==> config.mk <==
export PLATFORM = sky130hd
export DESIGN_NAME = pipe_hazard_ctrl
export DESIGN_NICKNAME = d
export VERILOG_FILES = /design/src/rtl/pipe_hazard_ctrl.sv
export SDC_FILE = /design/constraint.sdc
export NUM_CORES = 1
export LEC_CHECK = 0
export ABC_AREA = 1
export BUFFER_PORTS_ARGS = -buffer_cell sky130_fd_sc_hd__buf_2
export CORE_MARGIN = 2
export CORE_UTILIZATION = 40
export CTS_CLUSTER_DIAMETER = 60
export DETAILED_ROUTE_END_ITERATION = 8
export PLACE_DENSITY = 0.73
export SLEW_MARGIN = 10
export SYNTH_ARGS = -nofsm -noshare
export SYNTH_HDL_FRONTEND = slang
export SYNTH_SLANG_ARGS = --single-unit
==> constraint.sdc <==
create_clock -name clk -period 2.1 [get_ports clk]
set_clock_uncertainty 0.05 [all_clocks]
set_input_delay 0 -clock clk [delete_from_list [all_inputs] [get_ports clk]]
set_output_delay 0 -clock clk [all_outputs]
set_load 0.01 [all_outputs]
==> src/rtl/pipe_hazard_ctrl.sv <==
// rtl/pipe_hazard_ctrl.sv - load-use stall, memory-wait/timeout and branch-flush sequencing with EXE forwarding
// Optional feature macro: HAZARD_PERF_CNT_EN (performance counters).
module pipe_hazard_ctrl #(
    parameter int REG_W        = 4,
    parameter int FLUSH_CYCLES = 1,
    parameter int MEM_TIMEOUT  = 15,
    parameter int CNT_W        = 16
) (
    input  logic             clk,
    input  logic             rst,
    input  logic             forward_en,
    input  logic [REG_W-1:0] src1_id,
    input  logic [REG_W-1:0] src2_id,
    input  logic             two_src_id,
    input  logic [REG_W-1:0] exe_dest,
    input  logic [REG_W-1:0] mem_dest,
    input  logic [REG_W-1:0] wb_dest,
    input  logic             exe_wb_en,
    input  logic             mem_wb_en,
    input  logic             wb_wb_en,
    input  logic             exe_mem_r_en,
    input  logic             mem_access,
    input  logic             mem_ready,
    input  logic             branch_taken,
    output logic             freeze_front,
    output logic             clr_id_exe,
    output logic             flush_if_id,
    output logic             freeze_back,
    output logic [1:0]       sel_src1,
    output logic [1:0]       sel_src2,
    output logic             mem_err,
    output logic [CNT_W-1:0] stall_cnt,
    output logic [CNT_W-1:0] flush_cnt,
    output logic [CNT_W-1:0] memwait_cnt
);

    typedef enum logic [1:0] {
        ST_RUN,
        ST_MEMWAIT,
        ST_FLUSH,
        ST_TIMEOUT_REL
    } state_t;

    localparam logic [2:0] FLUSH_LOAD  = 3'(FLUSH_CYCLES - 1);
    localparam bit         LONG_FLUSH  = (FLUSH_CYCLES > 1);
    localparam logic [8:0] TIMEOUT_LIM = 9'(MEM_TIMEOUT);

    state_t           state_q, state_d;
    logic [7:0]       wait_cnt_q, wait_cnt_d;
    logic [2:0]       fl_cnt_q, fl_cnt_d;
    logic             mem_err_q, mem_err_d;
    logic [REG_W-1:0] src1_exe_q, src1_exe_d;
    logic [REG_W-1:0] src2_exe_q, src2_exe_d;
    logic             v1_exe_q, v1_exe_d;
    logic             v2_exe_q, v2_exe_d;

    logic       haz1, haz2, hazard;
    logic       mem_stall, flush_active;
    logic       fb_raw, ff_raw, fl_raw, clr_raw;
    logic [1:0] sel1_raw, sel2_raw;

    always_comb begin
        if (forward_en) begin
            haz1 = exe_mem_r_en & exe_wb_en & (exe_dest == src1_id);
            haz2 = exe_mem_r_en & exe_wb_en & (exe_dest == src2_id);
        end else begin
            haz1 = (exe_wb_en & (exe_dest == src1_id)) | (mem_wb_en & (mem_dest == src1_id));
            haz2 = (exe_wb_en & (exe_dest == src2_id)) | (mem_wb_en & (mem_dest == src2_id));
        end
        hazard = haz1 | (haz2 & two_src_id);
    end

    // The release cycle after a timeout must not re-stall even if memory is still busy.
    assign mem_stall    = mem_access & ~mem_ready & (state_q != ST_TIMEOUT_REL);
    assign flush_active = branch_taken | (state_q == ST_FLUSH);

    assign fb_raw  = mem_stall;
    assign ff_raw  = mem_stall | (hazard & ~flush_active);
    assign fl_raw  = flush_active & ~mem_stall;
    assign clr_raw = ~mem_stall & (flush_active | hazard);

    always_comb begin
        sel1_raw = 2'b00;
        sel2_raw = 2'b00;
        if (forward_en & v1_exe_q & mem_wb_en & (mem_dest == src1_exe_q)) begin
            sel1_raw = 2'b01;
        end else if (forward_en & v1_exe_q & wb_wb_en & (wb_dest == src1_exe_q)) begin
            sel1_raw = 2'b10;
        end
        if (forward_en & v2_exe_q & mem_wb_en & (mem_dest == src2_exe_q)) begin
            sel2_raw = 2'b01;
        end else if (forward_en & v2_exe_q & wb_wb_en & (wb_dest == src2_exe_q)) begin
            sel2_raw = 2'b10;
        end
    end

    assign freeze_back  = rst & fb_raw;
    assign freeze_front = rst & ff_raw;
    assign flush_if_id  = rst & fl_raw;
    assign clr_id_exe   = rst & clr_raw;
    assign sel_src1     = rst ? sel1_raw : 2'b00;
    assign sel_src2     = rst ? sel2_raw : 2'b00;
    assign mem_err      = mem_err_q;

    always_comb begin
        state_d    = state_q;
        wait_cnt_d = wait_cnt_q;
        fl_cnt_d   = fl_cnt_q;
        mem_err_d  = mem_err_q;
        case (state_q)
            ST_RUN, ST_TIMEOUT_REL: begin
                if (mem_stall) begin
                    wait_cnt_d = 8'd0;
                    if (TIMEOUT_LIM <= 9'd1) begin
                        state_d   = ST_TIMEOUT_REL;
                        mem_err_d = 1'b1;
                    end else begin
                        state_d = ST_MEMWAIT;
                    end
                end else if (branch_taken && LONG_FLUSH) begin
                    state_d  = ST_FLUSH;
                    fl_cnt_d = FLUSH_LOAD;
                end else begin
                    state_d = ST_RUN;
                end
            end
            ST_MEMWAIT: begin
                if (!mem_stall) begin
                    if (branch_taken && LONG_FLUSH) begin
                        state_d  = ST_FLUSH;
                        fl_cnt_d = FLUSH_LOAD;
                    end else begin
                        state_d = ST_RUN;
                    end
                // wait_cnt counts MEMWAIT cycles; +2 adds the entry cycle and this one.
                end else if (({1'b0, wait_cnt_q} + 9'd2) >= TIMEOUT_LIM) begin
                    state_d   = ST_TIMEOUT_REL;
                    mem_err_d = 1'b1;
                end else begin
                    wait_cnt_d = wait_cnt_q + 8'd1;
                end
            end
            ST_FLUSH: begin
                if (!mem_stall) begin
                    if (branch_taken && LONG_FLUSH) begin
                        fl_cnt_d = FLUSH_LOAD;
                    end else if (fl_cnt_q <= 3'd1) begin
                        state_d = ST_RUN;
                    end else begin
                        fl_cnt_d = fl_cnt_q - 3'd1;
                    end
                end
            end
            default: state_d = ST_RUN;
        endcase
    end

    always_comb begin
        src1_exe_d = src1_exe_q;
        src2_exe_d = src2_exe_q;
        v1_exe_d   = v1_exe_q;
        v2_exe_d   = v2_exe_q;
        if (!fb_raw) begin
            src1_exe_d = src1_id;
            src2_exe_d = src2_id;
            v1_exe_d   = ~clr_raw;
            v2_exe_d   = two_src_id & ~clr_raw;
        end
    end

    always_ff @(posedge clk) begin
        if (!rst) begin
            state_q    <= ST_RUN;
            wait_cnt_q <= 8'd0;
            fl_cnt_q   <= 3'd0;
            mem_err_q  <= 1'b0;
            src1_exe_q <= '0;
            src2_exe_q <= '0;
            v1_exe_q   <= 1'b0;
            v2_exe_q   <= 1'b0;
        end else begin
            state_q    <= state_d;
            wait_cnt_q <= wait_cnt_d;
            fl_cnt_q   <= fl_cnt_d;
            mem_err_q  <= mem_err_d;
            src1_exe_q <= src1_exe_d;
            src2_exe_q <= src2_exe_d;
            v1_exe_q   <= v1_exe_d;
            v2_exe_q   <= v2_exe_d;
        end
    end

`ifdef HAZARD_PERF_CNT_EN
    logic [CNT_W-1:0] stall_cnt_q, stall_cnt_d;
    logic [CNT_W-1:0] flush_cnt_q, flush_cnt_d;
    logic [CNT_W-1:0] memwait_cnt_q, memwait_cnt_d;
    logic             branch_prev_q, branch_prev_d;

    always_comb begin
        stall_cnt_d   = stall_cnt_q;
        flush_cnt_d   = flush_cnt_q;
        memwait_cnt_d = memwait_cnt_q;
        branch_prev_d = branch_taken;
        if (ff_raw && (stall_cnt_q != '1)) begin
            stall_cnt_d = stall_cnt_q + 1'b1;
        end
        if (branch_taken && !branch_prev_q && (flush_cnt_q != '1)) begin
            flush_cnt_d = flush_cnt_q + 1'b1;
        end
        if (mem_stall && (memwait_cnt_q != '1)) begin
            memwait_cnt_d = memwait_cnt_q + 1'b1;
        end
    end

    always_ff @(posedge clk) begin
        if (!rst) begin
            stall_cnt_q   <= '0;
            flush_cnt_q   <= '0;
            memwait_cnt_q <= '0;
            branch_prev_q <= 1'b0;
        end else begin
            stall_cnt_q   <= stall_cnt_d;
            flush_cnt_q   <= flush_cnt_d;
            memwait_cnt_q <= memwait_cnt_d;
            branch_prev_q <= branch_prev_d;
        end
    end

    assign stall_cnt   = stall_cnt_q;
    assign flush_cnt   = flush_cnt_q;
    assign memwait_cnt = memwait_cnt_q;
`else
    assign stall_cnt   = '0;
    assign flush_cnt   = '0;
    assign memwait_cnt = '0;
`endif

endmodule

== Word level (Yosys, flattened, before mapping) ==
Cells that the tools add are included.

* Memories: 0
* Output and inout port bits: 57
* Memory bits (read-only): 0
* RAM bits: 0
* Word-level logic and storage cells: 95
* Bits in latches: 0
* Input port bits: 31
* Register bits: 24

* Add/subtract/negate cells: 3
* Shifts and indexed selects: 0
* Equality and inequality tests: 18
* Reductions and logical operators: 7
* Order comparisons: 2
* Multipliers: 0
* Multiplexer cells: 18
* Divide/modulo/power cells: 0
* Bitwise logic cells: 39

{| class="wikitable"
|+ Operators by type and width
! kind !! number
|-
| equality test 4 bit || 8
|-
| bitwise AND 1 bit || 28
|-
| two-way mux 8 bit || 3
|-
| two-way mux 2 bit || 10
|-
| one-hot mux 8 bit (2 select lines) || 1
|-
| inequality test 2 bit, second input constant || 5
|-
| adder 8 x 2 -> 9 bit, second input constant || 1
|-
| greater-or-equal comparator 9 x 4 -> 1 bit, second input constant || 1
|-
| AND reduction 3 bit || 3
|-
| adder 8 x 1 -> 8 bit, second input constant || 1
|-
| OR 1 bit || 6
|-
| one-hot mux 2 bit (3 select lines) || 1
|-
| inverter 1 bit || 5
|-
| equality test 2 bit, second input constant || 2
|-
| AND reduction 4 bit || 1
|-
| <= comparator 3 x 1 -> 1 bit, second input constant || 1
|-
| two-way mux 1 bit || 3
|-
| inequality test 3 bit, second input constant || 1
|-
| subtractor 3 x 1 -> 3 bit, second input constant || 1
|-
| equality test 2 x 1 -> 1 bit, second input constant || 1
|-
| logical NOT 2 bit || 1
|-
| inequality test 2 x 1 -> 1 bit, second input constant || 1
|-
| nonzero test 2 bit || 1
|-
| OR reduction 2 bit || 1
|}

== Logic depth before layout (Yosys ltp) ==
* Word-level depth: 10
* Mapped depth: 12
* Mapped depth without buffers: 11

== Worst setup path before layout ==
No wires, ideal clock.

* Kind: reg2reg
* From: reg wait_cnt_q[1]
* To: reg wait_cnt_q[0]
* Required time: 1934 ps
* Library setup time: 116 ps
* Cell stages (with the launch flop): 11
* Slack: 581 ps
* Arrival time: 1353 ps
* Cell sequence: dfxtp_1 > inv_1 > ha_1 > o21ai_0 > nand2_1 > nand3_2 > nand2_2 > nand2_4 > inv_4 > nor2_1 > nor2_1

* Cells in the longest elaborated chain, start to end: 4

{| class="wikitable"
|+ Ends and longest elaborated chain
! what !! line !! text
|-
| start: declaration || 49 || <nowiki>logic [7:0] wait_cnt_q, wait_cnt_d;</nowiki>
|-
| start signal: assignment || 183 || <nowiki>wait_cnt_q <= wait_cnt_d;</nowiki>
|-
| adder 8 x 2 -> 9 bit || 136 || <nowiki>end else if (({1'b0, wait_cnt_q} + 9'd2) >= TIMEOUT_LIM) begin</nowiki>
|-
| greater-or-equal comparator 9 x 4 -> 1 bit || 136 ||
|-
| inequality test 2 bit (no source line) || n/a ||
|-
| AND reduction 4 bit (no source line) || n/a ||
|}

Every way passes these cells.
A chain may end at the register's enable or synchronous reset.

== Worst setup path after layout ==
* From: reg state_q[1]
* To: out freeze_front

* Cells in the longest elaborated chain, start to end: 6

{| class="wikitable"
|+ Ends and longest elaborated chain
! what !! line !! text
|-
| start: declaration || 48 || <nowiki>state_t state_q, state_d;</nowiki>
|-
| start signal: assignment || 182 || <nowiki>state_q <= state_d;</nowiki>
|-
| equality test 2 bit || 75 || <nowiki>assign flush_active = branch_taken | (state_q == ST_FLUSH);</nowiki>
|-
| OR 1 bit || 75 ||
|-
| inverter 1 bit || 78 || <nowiki>assign ff_raw = mem_stall | (hazard & ~flush_active);</nowiki>
|-
| bitwise AND 1 bit || 78 ||
|-
| OR 1 bit * || 78 ||
|-
| bitwise AND 1 bit * || 98 || <nowiki>assign freeze_front = rst & ff_raw;</nowiki>
|-
| end: declaration || 25 || <nowiki>output logic freeze_front,</nowiki>
|}

Mark *: on every way between the ends. The rest lies on a longest branch, timed or not.

==> metrics.cfg <==
[die]
die_h_um = 76.7
dieArea_um2 = 5880
ios = 88
fp.coreArea_um2 = 5110
start_util_pct = 41.4
die_w_um = 76.7
num_rows = 26

[power]
pwr-share-seq_pct = 42.7
total_power_w = 0.00114
ir_worst_vdd_v = 0.000301
combinationalPowerShare_pct = 21.0
power.leakage_nw = 1.22
p_clk_share_pct = 36.3
p_switching_w = 0.000331
pwr_density_cell_nw_per_um2 = 499
switching_share_pct = 29.1
internal_power_w = 0.000808

[finish]
drive_above_1_share_pct = 15.3
stdcell_area_um2 = 2280
n_antenna_cell = 0
nets = 406
instances_no_fill = 435
area_delta_synth_final_pct = 8.05
final_util_pct = 44.7

[sta]
slew_viol_final = 0
setup_violations = 0
max_freq_mhz = 572
finalSetupTns_ns = 0
min_period_ns = 1.75
period_share_pct = 83.3
grt_setup_unrepaired = false
hold_viol = 0

[detailed_routing]
drt_iter0_drc = 86
antenna_left = 0
via_per_inst = 4.38
wl_per_cell_um = 10.1
wl_um = 4390
drtPass1Iterations = 5
drc = 0
vias = 1907

[critical_path]
cp-end-kind = output pin
cp-start-kind = flip-flop
crit_family = buffers and inverters
crit_required_ns = 2.05
path_cells = ha_1, nor2_2, inv_2, nor2_4, inv_1, o21ai_0, buf_2
max_stage_delay_ns = 0.35
timing.rr.start = wait_cnt_q[1]
timing_worst_setup_path_type = flip-flop to output pin
cp_slowest_cell = dfxtp_1
path_buf_inv = 3
cp_max_fo = 8
crit_arrival_ns = 1.70
startpoint = state_q[1]

[job]
maxCapViolations = 0

[synth]
seq_area_frac_synth_pct = 22.7
synth_ff_type = dfxtp_1
synth_area_per_cell_um2 = 6.50
syn_area_um2 = 2110
yosysUniqueCellTypes = 34
syn_inst = 325
synth-seq-cells = 24
async_reset_ff_share_pct = 0
ys_warn_count = 0
synth_edf_count = 0

[status]
status = complete, no violations

[clock_tree]
cts_setup_buffers = 0
cts_root_buffer = clkbuf_8
clkLatencyLatePin_ns = 0.27
cts_resized = 0
cts_sinks = 24
cts_buffer_depth = 2
cts_tree = done
clk_pin_slew_worst_paths_ns = 0.09
cts_max_level = 1
cts_made_buffers = 3

[global_routing]
grt_antenna_before_repair = 0
grt_pass1_vias = 1717
busiest_layer = met2
grt-ovfl-total = 0
grt_usage_pct = 14.9
met3_usage_pct = 2.24
grt_first_pass_wirelength_um = 7280
grt_start_max_net_pins = 15
use_met2_pct = 26.1
gr-usage-met1_pct = 18.5

[min_path]
min-delay-start = src2_id[0]
min_path_type = primary input to flip-flop

[placed_design]
dpl_cell_area_um2 = 2180
gp_congestion = 0.907
place_inst = 428
io_buffers = 39
hpwl_um = 3560

==> final timing paths <==
check | endpoint | slack (ns) | cells after the start
max | freeze_front | 0.35 | 7
min | src2_exe_q[0] | 0.003 | 3
min reg2reg | wait_cnt_q[6] | 0.40 | 2
max reg2reg | wait_cnt_q[3] | 0.39 | 10
==> per-stage QoR <==
step,setup WS (ns),hold WS [ns]
final,0.352,0.00318
after detailed placement,0.432,0.255
after global placement,0.506,0.237
after CTS,0.355,0.000187
after floorplan,0.581,0.112
after global routing,0.185,0.0224
==> worst min-delay path, cell delays in order <==
cell     delay, ns
buf_2         0.12
inv_1         0.07
o21ai_0       0.08
==> final cells by class <==
type,instances,area (um^2)
Fill cell,558,2820
Multi-Input combinational cell,244,1220
Sequential cell,24,480
Timing Repair Buffer,42,225
Inverter,51,194
Tap cell,70,87.6
Clock buffer,3,41.3
Clock inverter,1,30.0
==> layer usage <==
layer  wire, um  part of all wire [%]
met1       1990                    45
met2       2130                    49
met3        193                   4.4
met4         68                   1.6
met5          0                     0
==> registers in the layout, indices dropped and copies added, names as in the netlist <==
| signal | cells |
|---|---|
| src2_exe_q | 4 |
| state_q | 2 |
| mem_err | 1 |
| src1_exe_q | 4 |
| fl_cnt_q | 3 |
| v1_exe_q | 1 |
| v2_exe_q | 1 |
| wait_cnt_q | 8 |
==> synthesized netlist by cell type, drive strengths merged (2+ instances only) <==
master	instances	area (um^2)
nand2	69	269
buf	52	385
inv	51	194
nor2	36	148
dfxtp	24	480
o21ai	19	98.9
a21oi	13	68.8
nand3	13	75.1
ha	9	113
xnor2	8	70.1
xor2	7	61.3
o22ai	6	37.5
nor3	4	20.0
a221oi	2	17.5
a22oi	2	15.0
nand4	2	12.5
nor4	2	12.5
or2	2	12.5
==> layout by cell type (no fill, tap or decap) <==
cell and count:
nand2_1 67, inv_1 49, conb_1 48, buf_2 39, nor2_1 33, dfxtp_1 24, o21ai_0 18, a21oi_1 12
nand3_1 11, ha_1 9, xnor2_1 8, xor2_1 7, o22ai_1 6, nor3_1 4, clkbuf_8 3, dlygate4sd3_1 3
nor4_1 2, a221oi_1 2, nor2_2 2, or2_2 2, nand4_1 2, nand3_2 2, a22oi_1 2, inv_2 1
nor2_4 1, a31oi_1 1, nand2_2 1, nand2_4 1, inv_4 1, o21ai_2 1, a21oi_2 1, a211oi_1 1
bufinv_16 1
==> kinds of logic (layout without fill, tap and decap cells) <==
group,after synthesis,count (layout),share of synthesized area (%)
simple gates,128,128,26.0
buf+inv,104,97,27.6
compound gates,44,44,11.9
flops,24,24,22.7
xor+xnor,15,15,6.22
fa+ha+maj,9,9,5.33
other cells,1,48,0.177
==> power groups by stage <==
stage	registers, W	logic, W	clock network [W]
after floorplan	0.000494	0.000231	0
after global placement	0.000496	0.000229	0
after detailed placement	0.000497	0.000233	0
after CTS	0.000486	0.000238	0.000417
after global routing	0.000489	0.000271	0.000437
final	0.000486	0.000239	0.000414
==> what timing repair did <==
action                     4_1_cts  5_1_grt
hold endpoints to repair         3        0
setup endpoints to repair        0        0
hold buffers                     3        0
No activity file was read; power rests on OpenSTA's default activity.
